[src/rtl/star_arb_pkt_fifo.sv]
// -----------------------------------------------------------------------------
// star_arb_pkt_fifo
//
// Store-and-forward packet FIFO placed after the last star arbiter of a chain.
// Incoming AXI Stream words are buffered and only become visible downstream
// once their packet's TLAST has been accepted. A committed packet therefore
// drains without gaps, and a stalled consumer never sees a partial packet.
//
// Optional feature macro: STAR_ARB_PKT_DROP_EN
//   undefined : backpressure on src_TREADY when full, with deadlock release
//               for packets larger than the buffer; drop_count tied to 0.
//   defined   : src_TREADY held high after reset; a packet that overflows
//               the buffer is discarded and counted in drop_count.
//
// Ports
//   clk         sole clock, rising edge
//   rst         asynchronous active-low reset (deassert synchronously to clk)
//   src_T*      input stream from the arbiter chain (TDATA/TVALID/TREADY/TLAST)
//   res_T*      output stream, driven from a one-word output register
//   pkt_count   complete packets held, including one partly drained
//   drop_count  packets discarded, saturating at 255
// -----------------------------------------------------------------------------
`timescale 1ns/1ps

module star_arb_pkt_fifo #(
  parameter int DATA_WIDTH = 8,
  parameter int ADDR_WIDTH = 4
) (
  input  logic                  clk,
  input  logic                  rst,
  input  logic [DATA_WIDTH-1:0] src_TDATA,
  input  logic                  src_TVALID,
  output logic                  src_TREADY,
  input  logic                  src_TLAST,
  output logic [DATA_WIDTH-1:0] res_TDATA,
  output logic                  res_TVALID,
  input  logic                  res_TREADY,
  output logic                  res_TLAST,
  output logic [ADDR_WIDTH:0]   pkt_count,
  output logic [7:0]            drop_count
);

  localparam int PW    = ADDR_WIDTH + 1;
  localparam int DEPTH = 1 << ADDR_WIDTH;

  localparam logic [PW-1:0]         PTR_ONE   = PW'(1);
  localparam logic [PW-1:0]         PTR_DEPTH = PW'(DEPTH);
  localparam logic [ADDR_WIDTH:0]   PKT_ONE   = PW'(1);

  // Storage: {TLAST, TDATA} per entry
  logic [DATA_WIDTH:0] mem_r [DEPTH];

  // Pointers carry one extra wrap bit so full and empty are distinguishable
  logic [PW-1:0] wr_ptr_r;
  logic [PW-1:0] commit_ptr_r;
  logic [PW-1:0] rd_ptr_r;
  logic [PW-1:0] wr_ptr_nxt_s;
  logic [PW-1:0] commit_ptr_nxt_s;
  logic [PW-1:0] wr_ptr_inc_s;
  logic [PW-1:0] occ_s;

  logic                  ready_en_r;
  logic                  full_s;
  logic                  src_ready_s;
  logic                  wr_acc_s;
  logic                  store_s;
  logic                  load_s;
  logic                  out_xfer_s;
  logic                  pkt_inc_s;
  logic                  pkt_dec_s;
  logic                  res_valid_r;
  logic                  res_last_r;
  logic [DATA_WIDTH-1:0] res_data_r;
  logic [ADDR_WIDTH:0]   pkt_count_r;

`ifdef STAR_ARB_PKT_DROP_EN
  logic       drop_flag_r;
  logic       drop_flag_nxt_s;
  logic       drop_word_s;
  logic       drop_end_s;
  logic [7:0] drop_count_r;
`else
  logic       release_s;
`endif

  // Occupancy, full flag and incremented write pointer
  always_comb begin
    occ_s        = wr_ptr_r - rd_ptr_r;
    full_s       = (occ_s == PTR_DEPTH);
    wr_ptr_inc_s = wr_ptr_r + PTR_ONE;
  end

`ifdef STAR_ARB_PKT_DROP_EN
  // Input acceptance: always ready; overflowing packets are discarded word by word
  always_comb begin
    src_ready_s = ready_en_r;
    wr_acc_s    = src_TVALID && src_ready_s;
    drop_word_s = wr_acc_s && (full_s || drop_flag_r);
    drop_end_s  = drop_word_s && src_TLAST;
    store_s     = wr_acc_s && !drop_word_s;
  end
`else
  // Input acceptance: backpressure when full; release a packet too big to fit
  always_comb begin
    src_ready_s = ready_en_r && !full_s;
    wr_acc_s    = src_TVALID && src_ready_s;
    store_s     = wr_acc_s;
    // Buffer full of one uncommitted packet: nothing can ever drain unless
    // the buffered words are released as a cut-through fragment.
    release_s   = full_s && (commit_ptr_r == rd_ptr_r);
  end
`endif

  // Read side and packet-count events
  always_comb begin
    out_xfer_s = res_valid_r && res_TREADY;
    load_s     = (!res_valid_r || res_TREADY) && (rd_ptr_r != commit_ptr_r);
    pkt_inc_s  = store_s && src_TLAST;
    pkt_dec_s  = out_xfer_s && res_last_r;
  end

  // Next-state values for the write and commit pointers
  always_comb begin
    wr_ptr_nxt_s     = wr_ptr_r;
    commit_ptr_nxt_s = commit_ptr_r;
    if (store_s) begin
      wr_ptr_nxt_s = wr_ptr_inc_s;
    end else begin
      wr_ptr_nxt_s = wr_ptr_r;
    end
`ifdef STAR_ARB_PKT_DROP_EN
    drop_flag_nxt_s = drop_flag_r;
    if (pkt_inc_s) begin
      commit_ptr_nxt_s = wr_ptr_inc_s;
    end else begin
      commit_ptr_nxt_s = commit_ptr_r;
    end
    // Dropped packet complete: forget any of its words already stored
    if (drop_end_s) begin
      wr_ptr_nxt_s    = commit_ptr_r;
      drop_flag_nxt_s = 1'b0;
    end else if (drop_word_s) begin
      drop_flag_nxt_s = 1'b1;
    end else begin
      drop_flag_nxt_s = drop_flag_r;
    end
`else
    if (pkt_inc_s) begin
      commit_ptr_nxt_s = wr_ptr_inc_s;
    end else if (release_s) begin
      commit_ptr_nxt_s = wr_ptr_r;
    end else begin
      commit_ptr_nxt_s = commit_ptr_r;
    end
`endif
  end

  // Buffer write port (data array needs no reset: reads only follow commits)
  always_ff @(posedge clk) begin
    if (store_s) begin
      mem_r[wr_ptr_r[ADDR_WIDTH-1:0]] <= {src_TLAST, src_TDATA};
    end
  end

  // Pointers, output register and packet counter
  always_ff @(posedge clk or negedge rst) begin
    if (!rst) begin
      ready_en_r   <= 1'b0;
      wr_ptr_r     <= {PW{1'b0}};
      commit_ptr_r <= {PW{1'b0}};
      rd_ptr_r     <= {PW{1'b0}};
      res_valid_r  <= 1'b0;
      res_last_r   <= 1'b0;
      res_data_r   <= {DATA_WIDTH{1'b0}};
      pkt_count_r  <= {PW{1'b0}};
    end else begin
      ready_en_r   <= 1'b1;
      wr_ptr_r     <= wr_ptr_nxt_s;
      commit_ptr_r <= commit_ptr_nxt_s;
      if (load_s) begin
        rd_ptr_r                 <= rd_ptr_r + PTR_ONE;
        res_valid_r              <= 1'b1;
        {res_last_r, res_data_r} <= mem_r[rd_ptr_r[ADDR_WIDTH-1:0]];
      end else if (out_xfer_s) begin
        res_valid_r <= 1'b0;
      end
      case ({pkt_inc_s, pkt_dec_s})
        2'b10:   pkt_count_r <= pkt_count_r + PKT_ONE;
        2'b01:   pkt_count_r <= pkt_count_r - PKT_ONE;
        default: pkt_count_r <= pkt_count_r;
      endcase
    end
  end

`ifdef STAR_ARB_PKT_DROP_EN
  // Drop tracking: per-packet flag and saturating discard counter
  always_ff @(posedge clk or negedge rst) begin
    if (!rst) begin
      drop_flag_r  <= 1'b0;
      drop_count_r <= 8'd0;
    end else begin
      drop_flag_r <= drop_flag_nxt_s;
      if (drop_end_s && (drop_count_r != 8'hFF)) begin
        drop_count_r <= drop_count_r + 8'd1;
      end
    end
  end

  assign drop_count = drop_count_r;
`else
  assign drop_count = 8'd0;
`endif

  assign src_TREADY = src_ready_s;
  assign res_TVALID = res_valid_r;
  assign res_TDATA  = res_data_r;
  assign res_TLAST  = res_last_r;
  assign pkt_count  = pkt_count_r;

endmodule

[config.mk]
export PLATFORM = sky130hd
export DESIGN_NAME = star_arb_pkt_fifo
export DESIGN_NICKNAME = d
export VERILOG_FILES = /design/src/rtl/star_arb_pkt_fifo.sv
export SDC_FILE = /design/constraint.sdc
export NUM_CORES = 1
export LEC_CHECK = 0
export ABC_AREA = 1
export CORE_UTILIZATION = 60
export DETAILED_ROUTE_END_ITERATION = 6
export GPL_ROUTABILITY_DRIVEN = 0
export PLACE_DENSITY_LB_ADDON = 0.1
export SKIP_CTS_REPAIR_TIMING = 1
export SLEW_MARGIN = 0
export SYNTH_ARGS = -nofsm -noshare
export SYNTH_HDL_FRONTEND = slang
export SYNTH_SLANG_ARGS = --single-unit
[constraint.sdc]
create_clock -name clk -period 3.79 [get_ports clk]
set_input_delay 0.9475 -clock clk [delete_from_list [all_inputs] [get_ports clk]]
set_output_delay 0.9475 -clock clk [all_outputs]
set_load 0.01 [all_outputs]
### After elaboration in Yosys (flattened, before gate mapping)

Memories as Yosys holds them, arrays and structs flattened. A register that Yosys moved wholly into a read port is not among the register bits.
Cells that the tools add are included.

| storage, ports and cells | value |
|---|---|
| bits in registers | 22 |
| RAM bits | 144 |
| input bits | 13 |
| word-level logic and storage cells | 38 |
| memories | 1 |

Memories:

| name | words | bits a word | rd ports | clocked after Yosys merged registers in | wr ports | line | text |
|---|---|---|---|---|---|---|---|
| mem_r | 16 | 9 | 1 | 1 | 1 | 51 | `logic [DATA_WIDTH:0] mem_r [DEPTH];` |

| operators by class | value |
|---|---|
| add/sub/neg operators | 5 |
| equality and inequality tests | 5 |
| muxes and demuxes | 7 |
| reductions and logical operators | 14 |

Operators with widths:

| cell | number |
|---|---|
| adder 5 x 1 -> 5 bit (second input constant) | 3 |
| 2-to-1 mux 5 bit | 2 |
| case mux 5 bit (2 select lines) | 1 |
| logical AND 1 bit | 7 |
| nonzero test 2 bit | 3 |
| == test 5 bit | 1 |
| == test 5 bit (second input constant) | 1 |
| != test 5 bit | 1 |
| subtractor 5 x 1 -> 5 bit (second input constant) | 1 |
| subtractor 5 bit | 1 |
| 2-to-1 mux 1 bit | 4 |
| logical NOT 1 bit | 3 |
| == test 2 x 1 -> 1 bit (second input constant) | 1 |
| == test 2 bit (second input constant) | 1 |
| logical OR 1 bit | 1 |

### Logic depth before layout (Yosys ltp)

| logic depth | value |
|---|---|
| word-level depth | 8 |
| mapped depth | 21 |
| gate-level depth less buffers | 20 |

### Worst setup path before layout

Ideal clock, no wire load.

| timing path | value |
|---|---|
| kind | register to register |
| start point | register rd_ptr_r[3] |
| end point | memory mem_r[7][0] (netlist name), enable pin |
| setup time | 387 ps |
| arrival time | 2466 ps |
| slack | 937 ps |
| cell stages (with the launch flop) | 13 |
| cells stage by stage | dfrtp_1 inv_1 clkbuf_1 ha_1 inv_1 nand2_1 nand3_1 nand2_1 nand3_1 inv_1 nor2_2 nand2_2 nor3_1 |

| on the way | value |
|---|---|
| longest elaborated chain between the ends | 7 |

Ends and longest elaborated chain:

| element | line | text |
|---|---|---|
| from (decl) | 56 | `logic [PW-1:0] rd_ptr_r;` |
| from (signal assigned) | 171 | `rd_ptr_r <= {PW{1'b0}};` |
| from (signal assigned) | 181 | `rd_ptr_r <= rd_ptr_r + PTR_ONE;` |
| subtractor 5 bit | 88 | `occ_s = wr_ptr_r - rd_ptr_r;` |
| == test 5 bit | 89 | `full_s = (occ_s == PTR_DEPTH);` |
| logical NOT 1 bit | 105 | `src_ready_s = ready_en_r && !full_s;` |
| logical AND 1 bit | 105 |  |
| named net src_TREADY | 33 | `output logic src_TREADY,` |
| logical AND 1 bit | 106 | `wr_acc_s = src_TVALID && src_ready_s;` |
| 2-to-1 mux 1 bit | 160 | `if (store_s) begin` |
| 2-to-1 mux 1 bit (not written as such) | 161 | `mem_r[wr_ptr_r[ADDR_WIDTH-1:0]] <= {src_TLAST, src_TDATA};` |
| to (decl) | 51 |  |

The timed path passes the listed nets, and every way through them passes these cells.

### Worst setup path after layout

| timing path | value |
|---|---|
| start point | register wr_ptr_r[0] |
| end point | output port src_TREADY |

| on the way | value |
|---|---|
| longest elaborated chain between the ends | 4 |

Ends and longest elaborated chain:

| element | line | text |
|---|---|---|
| from (decl) | 54 | `logic [PW-1:0] wr_ptr_r;` |
| from (signal assigned) | 169 | `wr_ptr_r <= {PW{1'b0}};` |
| from (signal assigned) | 178 | `wr_ptr_r <= wr_ptr_nxt_s;` |
| subtractor 5 bit | 88 |  |
| == test 5 bit | 89 |  |
| logical NOT 1 bit | 105 |  |
| logical AND 1 bit | 105 |  |
| to (decl) | 33 |  |

Every way passes these cells.

==> flow_metrics.tcl <==
set metrics [dict create \
    grt_max_degree 78 \
    cts-root-buf "clkbuf_16" \
    grt_pass1_wl_um 25300 \
    synth.cells.most_frequent "edfxtp_1, nor2_1, o21ai_0" \
    setup_violations 0 \
    status "finished, final reports clean" \
    syn_avg_cell_area_um2 12.0 \
    holdWs_ns 0.518 \
    hold_class "flop to flop" \
    portBuffers 28 \
    final_util 0.705 \
    die_h_um 113 \
    clk_latency_ns 0.43 \
    synth_most_common_cell "edfxtp_1" \
    crit_chain "inv_1 -> ha_1 -> nand2_1 -> inv_1 -> nand2_1 -> a21oi_1 -> nand3_1 -> inv_1 -> nor2_2 -> clkdlybuf4s50_1" \
    antenna_found_initial 0 \
    power_density_mw_per_mm2 759 \
    dp_hpwl_um 9670 \
    arrival_ns 2.38 \
    route.antenna.remaining_nets 0 \
    cp_data_required_time_ns 2.84 \
    num_io_pins 37 \
    dr.first_iter.drc_count 414 \
    synth_cell_types 36 \
    ys.flop_type "edfxtp_1" \
    hold_violations 0 \
    path_class "flop to primary output" \
    placed_area_mm2 0.00790 \
    crit_top_cell "inv_1" \
    worst-slew-pin-transition_ns 0.857 \
    sequentialPowerShare 0.387 \
    via_per_inst 5.95 \
    fp.dieW_um 113 \
    max_freq_mhz 300 \
    crit_buf_inv 4 \
    clk_pin_slew_ns 0.06 \
    grt_pass1_vias 4705 \
    switchingPower_mw 2.36 \
    synthesis.area_mm2 0.00741 \
    drc_errors 0 \
    slowest_stage "clkdlybuf4s50_1" \
    p_clk_frac 0.260 \
    initial_core_util 0.617 \
    htreeDepth 4 \
    irDropWorstVdd_v 0.000542 \
    first_pass_iters 5 \
    slowest_delay_ns 0.55 \
    synth_top_cell_by_area "edfxtp_1" \
    design_area_mm2 0.00847 \
    fin_skew_ns 0.00604 \
    grt.total_usage 0.269 \
    tns_ns 0 \
    leakage_nw 3.11 \
    finalNetCount 686 \
    startpoint_type "flop" \
    n_antenna_cell 0 \
    drive_gt1_frac 0.108 \
    num_rows 40 \
    share_comb_of_total_power 0.352 \
    netlist_top_cells_area "edfxtp_1, dfrtp_1, o21ai_0, nor2_1, nand2_1" \
    crit_family "buffers and inverters" \
    cap_viol_max_count 0 \
    synth_top_area_share 0.584 \
    wl_per_cell_um 19.5 \
    cp_max_fo 5 \
    period_needed_ns 3.33 \
    yosysSeqAreaShare 0.688 \
    cts_tree "built" \
    ys_seq_elements 175 \
    finalWirelength_um 16000 \
    cp-end-kind "primary output" \
    internal_power_mw 4.07 \
    synth_enable_flop_cells 144 \
    ys_warn_count 0 \
    coreArea_mm2 0.0120 \
    grt_overflow 0 \
    area_growth_pct 14.3 \
    rsz0062_at_grt "no" \
    via_count 4882 \
    numCtsBuffers 17 \
    cts_sinks 175 \
    min_period_over_period 0.878 \
    maxSlewViolCount 0 \
    postSynthCellCount 619 \
    dieArea_mm2 0.0128 \
    async_reset_ff_frac 0.177 \
    relSlewSlack 0.426 \
    cts_buffer_depth 2 \
    p_sw_frac 0.367 \
]
[power groups by stage]
stage / logic (mW) / registers [mW] / clock network [mW]
floorplan: 1.50 / 2.52 / 0
global placement: 2.17 / 2.52 / 0
detailed placement: 2.24 / 2.52 / 0
CTS: 2.26 / 2.49 / 1.69
global route: 2.52 / 2.51 / 1.76
finish: 2.27 / 2.49 / 1.67
[registers in the layout (all words and copies together), names as in the netlist]
signal and flops:
commit_ptr_r 5, mem_r 144, pkt_count 5, rd_ptr_r 5, ready_en_r 1, res_TDATA 8
res_TLAST 1, res_TVALID 1, wr_ptr_r 5
[kinds of logic (layout without fill, tap and decap cells)]
group | count (synthesis) | after routing | share of synthesized area
DFF | 175 | 175 | 0.688
xor gates and xnor gates | 12 | 12 | 0.0142
AOI/OAI and AO/OA | 151 | 151 | 0.123
adders and majority gates | 12 | 12 | 0.0203
buffers and inverters | 78 | 126 | 0.0470
and+or+nand+nor | 189 | 189 | 0.106
other | 2 | 9 | 0.00101
[metrics by stage]
stage                     std cells  power, mW  setup slack, ns
final                           821       6.43            0.462
after global routing            821       6.79            0.297
after CTS                       821       6.44            0.447
after detailed placement        789       4.76            0.623
after global placement          789       4.69            0.701
after floorplan                 626       4.02            0.937
[layout by cell type, fill, tap and decap left out, types with 5 or more instances in the layout]
cell,count
clkdlybuf4s50_1,28
nand3_1,18
o21ai_1,5
edfxtp_1,144
nor2_1,97
o221ai_1,16
a21oi_1,10
o21ai_0,82
a221oi_1,7
dfrtp_1,30
clkbuf_16,17
inv_1,35
xor2_1,11
buf_4,25
o22ai_1,22
ha_1,12
conb_1,9
clkinv_2,5
nand2_1,60
[path summary, 6_finish.rpt]
kind,slack [ns],startpoint,to,cells after the start
max,0.46,wr_ptr_r[0],src_TREADY,10
min reg2reg,0.52,pkt_count[3],pkt_count[3],2
min in group asynchronous,0.88,rst,rd_ptr_r[3],1
max reg2reg,1.09,wr_ptr_r[0],pkt_count[4],18
max in group asynchronous,2.31,rst,res_TDATA[5],2
min,0.52,pkt_count[3],pkt_count[3],2
[cell type report]
class                           count  area, um^2
Tap cell                          147         184
Inverter                           41         156
Clock inverter                     14         140
Fill cell                         862        3550
Timing Repair Buffer               53         468
Clock buffer                       18         429
Multi-Input combinational cell    373        1990
Sequential cell                   175        5100
[metal layers]
metal	share of wire	global-route usage	up-vias
li1	-	-	2292
met1	0.45	0.370	2381
met2	0.48	0.431	186
met3	0.058	0.0466	23
met4	0.020	0.111	0
met5	0	0	-
[worst register-to-register path, cell delays in order, from the launching register on]
cell and delay, ns:
dfrtp_1 0.43, inv_1 0.20, ha_1 0.26, nand2_1 0.06, inv_1 0.04, nand2_1 0.05
a21oi_1 0.04, nand3_1 0.12, nand4_2 0.31, nand2_1 0.23, inv_1 0.06, ha_1 0.31
inv_1 0.07, o21bai_1 0.13, inv_1 0.06, nand2_1 0.06, nand2_1 0.05, nand3_1 0.06
nand2_1 0.05
Note: power is estimated with default switching activity, not from simulation.
